<file path="src/rtl/toggle_cover_pkg.sv">
// Shared types and sizing helpers for the toggle coverage feeder and sink.
// Imported by the detector and its popcount tree.
package toggle_cover_pkg;

  localparam int unsigned TCOV_WIDTH = 130;

  typedef enum logic {
    COVER_EVERY = 1'b0,
    COVER_FIRST = 1'b1
  } cover_mode_e;

  function automatic int cnt_width(input int w);
    return $clog2(w + 1);
  endfunction

endpackage

</file>
<file path="src/rtl/toggle_popcount.sv">
// Combinational population count built as a recursive binary adder tree.
// Each node splits its input in half and sums the two sub-counts.
module toggle_popcount
  import toggle_cover_pkg::*;
#(
  parameter int unsigned WIDTH = TCOV_WIDTH
) (
  input  logic [WIDTH-1:0]            i_bits,
  output logic [cnt_width(WIDTH)-1:0] o_cnt
);

  if (WIDTH == 1) begin : g_leaf
    assign o_cnt = i_bits;
  end else begin : g_node
    localparam int unsigned OW = cnt_width(WIDTH);
    localparam int unsigned LW = WIDTH / 2;
    localparam int unsigned HW = WIDTH - LW;

    logic [cnt_width(LW)-1:0] w_lo;
    logic [cnt_width(HW)-1:0] w_hi;

    toggle_popcount #(
      .WIDTH(LW)
    ) u_lo (
      .i_bits(i_bits[LW-1:0]),
      .o_cnt (w_lo)
    );

    toggle_popcount #(
      .WIDTH(HW)
    ) u_hi (
      .i_bits(i_bits[WIDTH-1:LW]),
      .o_cnt (w_hi)
    );

    assign o_cnt = OW'(w_lo) + OW'(w_hi);
  end

endmodule

</file>
<file path="src/rtl/toggle_cover_detector.sv">
// Per-bit toggle detector feeding the toggle coverage sink.
// Emits registered cover pulses and tracks how many bits fully toggled.
module toggle_cover_detector
  import toggle_cover_pkg::*;
#(
  parameter int unsigned WIDTH = TCOV_WIDTH,
  parameter cover_mode_e MODE  = COVER_FIRST
) (
  input  logic                        clock,
  input  logic                        reset,
  input  logic                        en,
  input  logic                        clear,
  input  logic [WIDTH-1:0]            sig,
  output logic [WIDTH-1:0]            valid,
  output logic [cnt_width(WIDTH)-1:0] covered_cnt,
  output logic                        all_covered
);

  localparam int unsigned CW = cnt_width(WIDTH);

  logic [WIDTH-1:0] r_prev;
  logic [WIDTH-1:0] r_rise_seen;
  logic [WIDTH-1:0] r_fall_seen;
  logic [WIDTH-1:0] r_done;
  logic [WIDTH-1:0] r_valid;
  logic [CW-1:0]    r_cnt;
  logic             r_all;
  logic             r_armed;

  logic [WIDTH-1:0] w_rise;
  logic [WIDTH-1:0] w_fall;
  logic [WIDTH-1:0] w_rs_n;
  logic [WIDTH-1:0] w_fs_n;
  logic [WIDTH-1:0] w_new_done;
  logic [WIDTH-1:0] w_valid_nxt;
  logic [CW-1:0]    w_pop;
  logic [CW-1:0]    w_cnt_nxt;

  assign w_rise     = sig & ~r_prev;
  assign w_fall     = ~sig & r_prev;
  assign w_rs_n     = r_rise_seen | w_rise;
  assign w_fs_n     = r_fall_seen | w_fall;
  assign w_new_done = w_rs_n & w_fs_n & ~r_done;

  assign w_valid_nxt = (MODE == COVER_EVERY) ? (w_rise | w_fall)
                                             : w_new_done;

  // Only consumed on a live sampling cycle, so no gating needed here
  toggle_popcount #(
    .WIDTH(WIDTH)
  ) u_pop (
    .i_bits(w_new_done),
    .o_cnt (w_pop)
  );

  assign w_cnt_nxt = r_cnt + w_pop;

  always_ff @(posedge clock or posedge reset) begin
    if (reset) begin
      r_prev      <= '0;
      r_rise_seen <= '0;
      r_fall_seen <= '0;
      r_done      <= '0;
      r_valid     <= '0;
      r_cnt       <= '0;
      r_all       <= 1'b0;
      r_armed     <= 1'b0;
    end else if (clear) begin
      r_rise_seen <= '0;
      r_fall_seen <= '0;
      r_done      <= '0;
      r_valid     <= '0;
      r_cnt       <= '0;
      r_all       <= 1'b0;
      r_armed     <= 1'b0;
    end else if (!en) begin
      r_valid <= '0;
      r_armed <= 1'b0;
    end else if (!r_armed) begin
      // Arming cycle: take a fresh baseline, never an edge
      r_prev  <= sig;
      r_valid <= '0;
      r_armed <= 1'b1;
    end else begin
      r_prev      <= sig;
      r_rise_seen <= w_rs_n;
      r_fall_seen <= w_fs_n;
      r_done      <= r_done | w_new_done;
      r_valid     <= w_valid_nxt;
      r_cnt       <= w_cnt_nxt;
      r_all       <= (w_cnt_nxt == CW'(WIDTH));
    end
  end

  assign valid       = r_valid;
  assign covered_cnt = r_cnt;
  assign all_covered = r_all;

  a_cnt_bound : assert property (
    @(posedge clock) disable iff (reset) r_cnt <= CW'(WIDTH)
  );

endmodule

</file>
<file path="config.mk">
export PLATFORM = sky130hd
export DESIGN_NAME = toggle_cover_detector
export DESIGN_NICKNAME = d
export VERILOG_FILES = /design/src/rtl/toggle_cover_pkg.sv /design/src/rtl/toggle_popcount.sv /design/src/rtl/toggle_cover_detector.sv
export SDC_FILE = /design/constraint.sdc
export NUM_CORES = 2
export LEC_CHECK = 0
export ABC_AREA = 0
export CAP_MARGIN = 20
export CORE_MARGIN = 5
export CORE_UTILIZATION = 41
export DETAILED_ROUTE_END_ITERATION = 6
export GPL_ROUTABILITY_DRIVEN = 0
export GPL_TIMING_DRIVEN = 0
export SKIP_LAST_GASP = 1
export SLEW_MARGIN = 5
export SYNTH_ARGS = -nofsm -noshare
export SYNTH_HDL_FRONTEND = slang
export SYNTH_SLANG_ARGS = --single-unit
</file>
<file path="constraint.sdc">
create_clock -name clock -period 24.7 [get_ports clock]
set_clock_uncertainty 0.15 [all_clocks]
set_input_delay 6.175 -clock clock [delete_from_list [all_inputs] [get_ports clock]]
set_output_delay 6.175 -clock clock [all_outputs]
set_load 0.05 [all_outputs]
</file>
==> reports/metrics.yaml <==
timing:
  drv_slew: 0
  fmax_mhz: 68.9
  setup_viol: 0
  worstMarginPinSlew_ps: 1140
  rsz0062_at_grt: "false"
  period_needed_ps: 14520
  slew-limit-headroom_pct: 24.0
  fin_crit_sh_pct: 58.8
  hold_viol_final: 0
  tns_ps: 0
cts:
  cts_buffers: 73
  clkTransAtPathRegs_ps: 60
  cts_tree: "built"
  clockBufferDepth: 3
  cts_resized: 0
  cts_setup_buffers: 0
  worstSkewPairLatency_ps: 600
  root_buffer: "clkbuf_16"
  cts-htree-levels: 3
  clock-sinks: 660
  postCtsHoldBufs: 0
cells_and_area:
  flow.area_growth_from_synthesis_pct: 22.3
  drive_above_1_share_pct: 9.36
  final_cell_area_um2: 36900
  fillers: 6483
  final_nets: 3593
logic_synthesis:
  synthCells: 2939
  yosys_warnings: 0
  ys_types: 28
  synth_nets: 3228
  syn_area_um2: 30200
  ys_top_cells_by_area: "dfrtp_1 (55%), fa_1 (8.0%), a21oi_1 (7.5%), nor2_1 (6.0%), nor2b_1 (5.4%)"
  synthArstFlopShare_pct: 100
  ys_seq_area_share_pct: 54.7
  synth_area_per_cell_um2: 10.3
  synth.most_common_cell: "dfrtp_1"
  synth_edf_count: 0
  synth_flop_cell: "dfrtp_1"
  ys_seq_elements: 660
  synth_top_area_cell: "dfrtp_1"
  ys_top_cells_by_count: "dfrtp_1 (660), nor2_1 (485), a21oi_1 (454)"
  yosysTopAreaCellShare_pct: 54.7
placement:
  io_buffers: 272
  dp_hpwl_um: 64000
  dpl_cell_area_um2: 34500
worst_setup_path:
  crit_required_ps: 25060
  cp_common_cell: "fa_1"
  critical_path.startpoint_type: "primary input"
  critPathMaxStageDelay_ps: 690
  path_class: "primary input to flop"
  endpoint_kind: "flop"
  reg2reg_setup_slack_ps: 15870
  cp.arrival_ps: 14880
  crit_slowest_cell: "fa_1"
  cp_max_fo: 3
outcome:
  outcome: "finished clean"
floorplan:
  io_pins: 273
  initial_utilization_pct: 41.4
  rows: 99
  die_x_um: 281
  core_area_um2: 73000
  die_area_um2: 79200
  dieHeight_um: 281
route:
  vias_per_cell: 5.08
  ant_nets: 0
  drc: 0
  dr.pass1.iters: 5
  routed_wirelength_um: 85300
  vias: 21926
  drt_iter0_markers: 1298
  wl_per_cell_um: 19.8
global_route:
  grt-ovfl-total: 0
  grt_max_degree: 44
  grtUsageTotal_pct: 21.6
  grt_pass1_wl_um: 132000
  grt_pass1_vias: 22783
  antenna_found_initial: 3
power:
  leakage_nw: 17.3
  power_density_nw_per_um2: 71.8
  vdd_drop_max_mv: 0.0428
worst_hold_path:
  worstHoldPathType: "flop to flop"
run:
  maxCapViolations: 0
## sequential cells by signal, indices dropped and copies added (netlist names)
| name | cells |
|---|---|
| r_done | 130 |
| covered_cnt | 8 |
| r_fall_seen | 130 |
| valid | 130 |
| r_armed | 1 |
| r_rise_seen | 130 |
| all_covered | 1 |
| r_prev | 130 |
## metrics by stage
step                setup WS [ps]  utilization, %  cells  power, mW  hold WS, ps
CTS                         10130            50.6   4315       2.68          337
floorplan                    9350               -   2939       1.44          304
detailed placement           9520            47.3   4188       1.57          323
finish                      10180            50.6   4317       2.65          331
global route                 9810            50.6   4315       2.78          349
global placement             5590            46.8   4170       1.56          315
## path summary, 6_finish.rpt
kind,startpoint,endpoint,cells after the start
worst max-delay path,sig[46],all_covered,27
worst min-delay path,r_done[2],r_done[2],2
worst max register to register,r_prev[46],all_covered,26
worst min register to register,r_done[2],r_done[2],2
max in group asynchronous,reset,r_fall_seen[125],8
min in group asynchronous,reset,r_rise_seen[54],2
## cell type report
| type | count | area (um2) | area share [%] |
|---|---|---|---|
| Clock inverter | 16 | 161 | 0.437 |
| Clock buffer | 111 | 2280 | 6.17 |
| Inverter | 121 | 458 | 1.24 |
| Multi-Input combinational cell | 2041 | 12700 | 34.4 |
| Sequential cell | 660 | 16500 | 44.7 |
| Antenna cell | 2 | 5.00 | 0.0136 |
| Buffer | 117 | 502 | 1.36 |
| Tap cell | 959 | 1200 | 3.25 |
| Timing Repair Buffer | 290 | 3090 | 8.37 |
## cells by family (layout without fill, tap and decap cells)
family | after synthesis | count (layout) | share of synthesized area [%]
simple gates | 1151 | 1151 | 17.7
flops | 660 | 660 | 54.7
compound gates | 597 | 597 | 9.98
buf+inv | 238 | 655 | 3.17
fa+ha+maj | 155 | 155 | 9.41
mux | 130 | 130 | 4.85
xor+xnor | 8 | 8 | 0.232
other cells | 0 | 2 | 0
## cell usage in the layout (no fill, tap or decap), types with 2 or more instances in the layout
cell,instances
buf_2,50
and2_1,58
clkbuf_1,78
bufinv_16,3
nand2_1,263
clkbuf_8,18
nand2b_1,77
buf_12,17
a21oi_1,454
fa_1,120
o21ai_0,135
mux2_2,130
dfrtp_1,660
clkbuf_16,79
clkdlybuf4s50_1,272
nor2b_1,261
nor3_1,3
buf_1,3
clkinvlp_4,2
nor2_1,485
xor2_1,3
ha_1,35
xnor2_1,5
clkinv_2,11
inv_1,120
o21a_1,3
diode_2,2
## layer usage
metal | track usage, % | vias up | share of wire, %
li1 | - | 10258 | -
met1 | 29.2 | 10954 | 43
met2 | 35.2 | 599 | 47
met3 | 4.77 | 115 | 6.6
met4 | 7.05 | 0 | 3.0
met5 | 0 | - | 0
## report_power, final
| part | switching (mW) | internal (mW) |
|---|---|---|
| logic | 0.225 | 0.168 |
| clock network | 0.435 | 0.665 |
| registers | 0.0302 | 1.13 |
## worst max-delay path, delay by kind of cell
family / cells / cell delay [ps]
xor gates and xnor gates: 1 / 100
buffers and inverters: 5 / 840
and+or+nand+nor: 6 / 780
AOI/OAI and AO/OA: 3 / 590
adders and majority gates: 12 / 6400
Note: power is estimated with default switching activity, not from simulation.
